**src/rtl/scan_sequencer.sv**
```systemverilog
`default_nettype none
// +--------------------------------------------------------------------------+
// | Module   : scan_sequencer                                                |
// | Sweeps a 4-to-16 decoder select 0..15, holding each channel DWELL cycles.|
// | Option   : define SCAN_GAP_EN for one enable-low cycle per channel change.|
// | Revision : 1.0                                                           |
// +--------------------------------------------------------------------------+
module scan_sequencer #(
   parameter int DWELL = 4
) (
   input  logic       Clock,
   input  logic       Reset,
   input  logic       Start,
   input  logic       Stop,
   input  logic       Mode,
   output logic       En,
   output logic [3:0] W,
   output logic       Busy,
   output logic       Done
);

   localparam logic [1:0] ST_IDLE   = 2'd0;
   localparam logic [1:0] ST_ACTIVE = 2'd1;
`ifdef SCAN_GAP_EN
   localparam logic [1:0] ST_GAP    = 2'd2;
`endif
   localparam logic [1:0] ST_DONE   = 2'd3;
   localparam logic [7:0] DWELL_LAST = 8'(DWELL - 1);

   logic [1:0] state_q, state_d;
   logic [7:0] cnt_q, cnt_d;
   logic [3:0] w_q, w_d;
   logic       mode_q, mode_d;
   logic       en_q, en_d;
   logic       busy_q, busy_d;
   logic       done_q, done_d;

   always_ff @(posedge Clock) begin
      if (Reset) begin
         state_q <= ST_IDLE;
         cnt_q   <= 8'd0;
         w_q     <= 4'd0;
         mode_q  <= 1'b0;
         en_q    <= 1'b0;
         busy_q  <= 1'b0;
         done_q  <= 1'b0;
      end else begin
         state_q <= state_d;
         cnt_q   <= cnt_d;
         w_q     <= w_d;
         mode_q  <= mode_d;
         en_q    <= en_d;
         busy_q  <= busy_d;
         done_q  <= done_d;
      end
   end

   always_comb begin
      state_d = state_q;
      cnt_d   = cnt_q;
      w_d     = w_q;
      mode_d  = mode_q;
      case (state_q)
         ST_IDLE: begin
            w_d   = 4'd0;
            cnt_d = 8'd0;
            if (Start && !Stop) begin
               mode_d  = Mode;
               state_d = ST_ACTIVE;
            end
         end
         ST_ACTIVE: begin
            if (cnt_q == DWELL_LAST) begin
               cnt_d = 8'd0;
               if (w_q != 4'd15) begin
                  w_d = w_q + 4'd1;
`ifdef SCAN_GAP_EN
                  state_d = ST_GAP;
`endif
               end else if (mode_q) begin
                  w_d = 4'd0;
`ifdef SCAN_GAP_EN
                  state_d = ST_GAP;
`endif
               end else begin
                  w_d     = 4'd0;
                  state_d = ST_DONE;
               end
            end else begin
               cnt_d = cnt_q + 8'd1;
            end
         end
`ifdef SCAN_GAP_EN
         // W already holds the next channel here; only the enable is low.
         ST_GAP: begin
            state_d = ST_ACTIVE;
         end
`endif
         ST_DONE: begin
            w_d     = 4'd0;
            state_d = ST_IDLE;
         end
         default: begin
            w_d     = 4'd0;
            cnt_d   = 8'd0;
            state_d = ST_IDLE;
         end
      endcase
      // Abort outranks dwell expiry and the done pulse.
      if (Stop) begin
         state_d = ST_IDLE;
         w_d     = 4'd0;
         cnt_d   = 8'd0;
      end
   end

   always_comb begin
      en_d   = (state_d == ST_ACTIVE);
      busy_d = (state_d != ST_IDLE);
      done_d = (state_d == ST_DONE);
   end

   assign En   = en_q;
   assign W    = w_q;
   assign Busy = busy_q;
   assign Done = done_q;

endmodule
`default_nettype wire
```
**config.mk**
```make
export PLATFORM = sky130hd
export DESIGN_NAME = scan_sequencer
export DESIGN_NICKNAME = d
export VERILOG_FILES = /design/src/rtl/scan_sequencer.sv
export SDC_FILE = /design/constraint.sdc
export NUM_CORES = 1
export LEC_CHECK = 0
export BUFFER_PORTS_ARGS = -buffer_cell sky130_fd_sc_hd__buf_2
export CAP_MARGIN = 20
export CORE_UTILIZATION = 23
export DETAILED_ROUTE_END_ITERATION = 16
export GPL_TIMING_DRIVEN = 0
export PLACE_DENSITY = 0.43
export REMOVE_ABC_BUFFERS = 1
export SYNTH_ARGS = -nofsm -noshare
export SYNTH_HDL_FRONTEND = slang
export SYNTH_SLANG_ARGS = --single-unit
```
**constraint.sdc**
```tcl
create_clock -name Clock -period 1.7 [get_ports Clock]
set_input_delay 0.51 -clock Clock [delete_from_list [all_inputs] [get_ports Clock]]
set_output_delay 0.51 -clock Clock [all_outputs]
set_load 0.01 [all_outputs]
```
== Word level (Yosys, flattened, before mapping) ==
Index checks and enable logic that the tools add are counted.

* Bits in registers: 18
* Word-level logic and storage cells: 32

* Add/sub/neg operators: 2
* Multiplexer cells: 9
* Reductions and logical operators: 7
* Equal/unequal tests: 6
* Bitwise gates (word level): 1

{| class="wikitable"
|+ Operators with widths
! operator !! count
|-
| $pmux 8 s2 || 1
|-
| $mux 2 || 5
|-
| $add 8x1->8 const B || 1
|-
| $eq 8x2->1 const B || 1
|-
| $mux 8 || 1
|-
| $add 4x1->4 const B || 1
|-
| $eq 2x1->1 const B || 2
|-
| $eq 2x2->1 const B || 2
|-
| $mux 4 || 1
|-
| $ne 4x4->1 const B || 1
|-
| $pmux 2 s2 || 1
|-
| $reduce_or 3->1 || 1
|-
| $logic_not 2->1 || 1
|-
| $reduce_and 2->1 || 1
|-
| $reduce_bool 2->1 || 1
|-
| $reduce_or 2->1 || 1
|-
| $logic_and 1x1->1 || 1
|-
| $logic_not 1->1 || 1
|-
| $not 1->1 || 1
|}

== Depth between registers and ports, before layout ==
* Word-level depth: 6
* Gate-level depth with buffers: 5
* Mapped depth without buffers: 5

== Worst setup path before layout ==
No wires, ideal clock.

* Path type: register to register
* Start point: reg cnt_q[0]
* End point: reg w_q[3], in the netlist W[3]
* Path slack: 0.148 ns
* Stages on the path, launching flop included: 6
* Arrival: 1.482 ns
* Setup time: 0.070 ns
* Required time: 1.630 ns
* Cell sequence: dfxtp_1 -> ha_1 -> nor4b_4 -> nand3_2 -> or3_1 -> a21oi_1

* Cells in the longest elaborated chain, start to end: 1

{| class="wikitable"
|+ Ends and longest elaborated chain
! item !! RTL line !! source
|-
| start: declaration || 31 || <nowiki>logic [7:0] cnt_q, cnt_d;</nowiki>
|-
| start signal: assignment || 49 || <nowiki>cnt_q <= cnt_d;</nowiki>
|-
| $eq 8x2->1 || 73 || <nowiki>if (cnt_q == DWELL_LAST) begin</nowiki>
|-
| end signal: assignment || 50 || <nowiki>w_q <= w_d;</nowiki>
|-
| end: declaration || 32 || <nowiki>logic [3:0] w_q, w_d;</nowiki>
|}

Every way passes these cells.
A chain may end at the register's enable or synchronous reset.

== Worst setup path after layout ==
Ends and elaborated chain as after synthesis.

==> reports/qor.tcl <==
set qor(layout.area.seq_um2) 364.1
set qor(internal-power_mw) 0.5673
set qor(grt_first_pass_wirelength_um) 2808
set qor(cpPeakStageDelay_ps) 380
set qor(worstPathMaxFanout) 4
set qor(post_synth_num_cell_types) 27
set qor(clk_latency_ps) 290
set qor(die_height_um) 60.40
set qor(critical_path_required_ps) 1930
set qor(worst_hold_startpoint) {Stop}
set qor(grt_setup_unrepaired) {false}
set qor(power_frac_seq) 0.603
set qor(max_freq_mhz) 620.6
set qor(total_wirelength_um) 1584
set qor(number_of_antenna_violations_at_the_first_check_in_global_routing) 0
set qor(antenna_cells_inserted) 0
set qor(cts.reportedPaths.clkPinSlew_ps) 100
set qor(routabilityCongestion) 0.7002
set qor(h-tree-depth) 1
set qor(post-route-drc-count) 0
set qor(globalRouteTotalUtil) 0.1036
set qor(skew_ps) 5.682
set qor(criticalPathCategory) {reg -> reg}
set qor(floorplan.initialDensity) 0.2488
set qor(fin_crit_sh) 0.9478
set qor(power.net_switching_mw) 0.1443
set qor(worst-path-buf-inv) 0
set qor(post-layout-total-power_mw) 0.7116
set qor(synthesis.area_um2) 784.5
set qor(worst_path_max_delay_cell) {sky130_fd_sc_hd__dfxtp_2}
set qor(fin_worst_hold_slack_ps) 445.8
set qor(synth_seq_area_share) 0.4593
set qor(async_set_or_reset_flop_fraction_in_the_synthesized_netlist) 0
set qor(cts-root-to-sink-buffers) 2
set qor(final_nets) 110
set qor(placed_cells) 140
set qor(cp_data_arrival_time_ps) 1840
set qor(pwr-share-clk) 0.365
set qor(synth_common_cells) {sky130_fd_sc_hd__dfxtp_1, sky130_fd_sc_hd__a21oi_1, sky130_fd_sc_hd__nand2_1}
set qor(fraction_of_final_layout_cells_with_drive_strength_greater_than_1) 0.2745
set qor(total_core_area_um2) 3153
set qor(post-dp-hpwl_um) 1120
set qor(netlist.top_cell.by_area) {sky130_fd_sc_hd__dfxtp_1}
set qor(rr_worst_depth) 5
set qor(startpoint_type) {flip-flop}
set qor(outcome) {completed}
set qor(number_of_buffers_added_on_ports) 11
set qor(ff2ff_setup_slack_ps) 90
set qor(maxSlewHeadroom) 0.6904
set qor(synth_flop_cell) {sky130_fd_sc_hd__dfxtp_1}
set qor(clockRootBuffer) {sky130_fd_sc_hd__clkbuf_4}
set qor(post_drt_via_cell_ratio) 4.582
set qor(timing.critical_path.max_delay_family) {simple AND/OR/NAND/NOR gates}
set qor(crit_path_cell_trace) {ha_2 > nor4b_4 > nand3_2 > or3_1 > a21oi_1}
set qor(drt-wirelength-per-cell_um) 10.85
set qor(yosysTopAreaCellShare) 0.4593
set qor(cts.sinks) 18
set qor(netSwitchingFraction) 0.2028
set qor(worstSetupStartpoint) {cnt_q[0]$_SDFFE_PP0P_}
set qor(worst_slew_pin_slew_ps) 463.7
set qor(irDropWorstVdd_mv) 0.3660
set qor(clock_period_minus_worst_slack_ps) 1611
set qor(cts_tree) {built}
set qor(synth_enable_flop_cells) 0
set qor(core.rowCount) 20
set qor(num_io_pins) 12
set qor(hold_viol) 0
set qor(multi_input_comb_area_um2) 414.1
set qor(power.combinational.fraction) 0.032
set qor(final-setup-viol-count) 0
set qor(r2r-end) {W[3]$_SDFFE_PP0P_}
set qor(final.fill_count) 371
set qor(worst_r2r_startpoint) {cnt_q[0]$_SDFFE_PP0P_}
set qor(drv.max_cap_violation_count) 0
set qor(ys_ff_latch) 18
set qor(dieArea_um2) 3648
set qor(leakage_nw) 0.3092
set qor(hold_path_end) {state_q[0]$_SDFF_PP0_}
set qor(floorplan.die.width_um) 60.40
set qor(ys_warn_count) 0
set qor(grt-ovfl-total) 0
set qor(utilization) 0.3004
set qor(cts_hold_buffers) 0
set qor(synth.area.top_cells) {sky130_fd_sc_hd__dfxtp_1, sky130_fd_sc_hd__a21oi_1, sky130_fd_sc_hd__nand2_1}
set qor(drt_first_iter_violations) 24
set qor(synth.avg_cell_area_um2) 9.017
set qor(cts-buffers-inserted) 3
set qor(postSynthCellCount) 87
set qor(grt_max_degree) 16
set qor(dr_total_vias) 669
set qor(power_density_nw_per_um2) 751.3
set qor(grt_pass1_vias) 621
set qor(whs_path_depth) 2
set qor(worstHoldPathType) {in -> reg}
set qor(area_growth_syn_to_layout_pct) 20.73
set qor(synth_most_common_cell) {sky130_fd_sc_hd__dfxtp_1}
set qor(number_of_nets_with_antenna_violations_after_detailed_routing) 0
set qor(worst_setup_path_end_kind) {flip-flop}
set qor(layoutNonFillerInstCount) 146
set qor(firstDrtPassIters) 4
set qor(finalMaxSlewViolations) 0
[worst register-to-register path: stages (launching register included)]
cell and delay, ps:
sky130_fd_sc_hd__dfxtp_2 380, sky130_fd_sc_hd__ha_2 220, sky130_fd_sc_hd__nor4b_4 310, sky130_fd_sc_hd__nand3_2 150, sky130_fd_sc_hd__or3_1 370, sky130_fd_sc_hd__a21oi_1 130
[per-stage QoR]
stage / TNS, ps / cell area [µm²] / setup WS (ps)
final: 0 / 947.2 / 88.70
after global placement: -12.41 / 887.1 / -12.41
after CTS: 0 / 934.6 / 29.03
after global routing: 0 / 947.2 / 10.60
after detailed placement: -27.21 / 887.1 / -27.21
after floorplan: 0 / 777.0 / 148.1
[state kept, by name, summed over array words and instances, names as in the netlist]
name and flops:
Done 1, state_q 2, Busy 1, En 1, cnt_q 8, W 4, mode_q 1
[metal layers]
layer | vias up | wire length [µm] | global-route usage
met5 | - | 0 | 0
met3 | 2 | 48 | 0.03838
met2 | 9 | 674 | 0.1570
met4 | 0 | 13 | 0.02990
met1 | 309 | 847 | 0.1371
li1 | 349 | - | -
[repair_timing]
action | in CTS | in global routing
resized for setup | 2 | 3
setup buffers | 1 | 1
setup endpoints to repair | 2 | 3
pin swaps | 1 | 0
[worst max path at each step]
stage          depth (start not counted)                end  slack (ps)
2_1_floorplan                          5  W[3]$_SDFFE_PP0P_         150
5_1_grt                                5  W[3]$_SDFFE_PP0P_          10
3_3_place_gp                           5  W[3]$_SDFFE_PP0P_         -10
6_report                               5  W[3]$_SDFFE_PP0P_          90
3_5_place_dp                           5  W[3]$_SDFFE_PP0P_         -30
4_1_cts                                5  W[0]$_SDFFE_PP0P_          30
[power by group through the flow]
stage	registers (mW)	logic [mW]	clock network, mW
floorplan	0.439	0.0103	0
global placement	0.439	0.0233	0
detailed placement	0.439	0.0231	0
CTS	0.429	0.0233	0.274
global route	0.430	0.0255	0.290
finish	0.429	0.0230	0.260
[cell families (layout without fill, tap and decap cells)]
| logic type | count (synthesis) | count (layout) | synth area share |
|---|---|---|---|
| buffers and inverters | 4 | 19 | 0.01915 |
| AND/OR/NAND/NOR | 41 | 41 | 0.3062 |
| AO/OA/AOI/OAI | 17 | 17 | 0.1244 |
| flip-flops | 18 | 18 | 0.4593 |
| XOR/XNOR | 3 | 3 | 0.03350 |
| multiplexers | 2 | 2 | 0.02552 |
| adder cells (fa/ha/maj) | 2 | 2 | 0.03189 |
[layout make-up]
class,count,area share
multi-input combinational,65,0.4373
sequential,18,0.3844
timing repair buffer,13,0.07398
tap,44,0.05812
clock buffer,4,0.03831
inverter,2,0.007926
[cells in the final DEF (no fill, tap or decap), types with 3 or more instances in the layout]
cell type,Yosys,layout
sky130_fd_sc_hd__buf_2,0,11
sky130_fd_sc_hd__dfxtp_1,18,15
sky130_fd_sc_hd__clkbuf_4,0,3
sky130_fd_sc_hd__nand2_1,10,9
sky130_fd_sc_hd__a21oi_1,10,10
sky130_fd_sc_hd__nand3_1,4,4
sky130_fd_sc_hd__o21ai_0,4,4
sky130_fd_sc_hd__or4_1,3,3
sky130_fd_sc_hd__dfxtp_2,0,3
sky130_fd_sc_hd__nor4_1,5,5
sky130_fd_sc_hd__nor2_1,7,7
(Power assumes the default switching activity.)
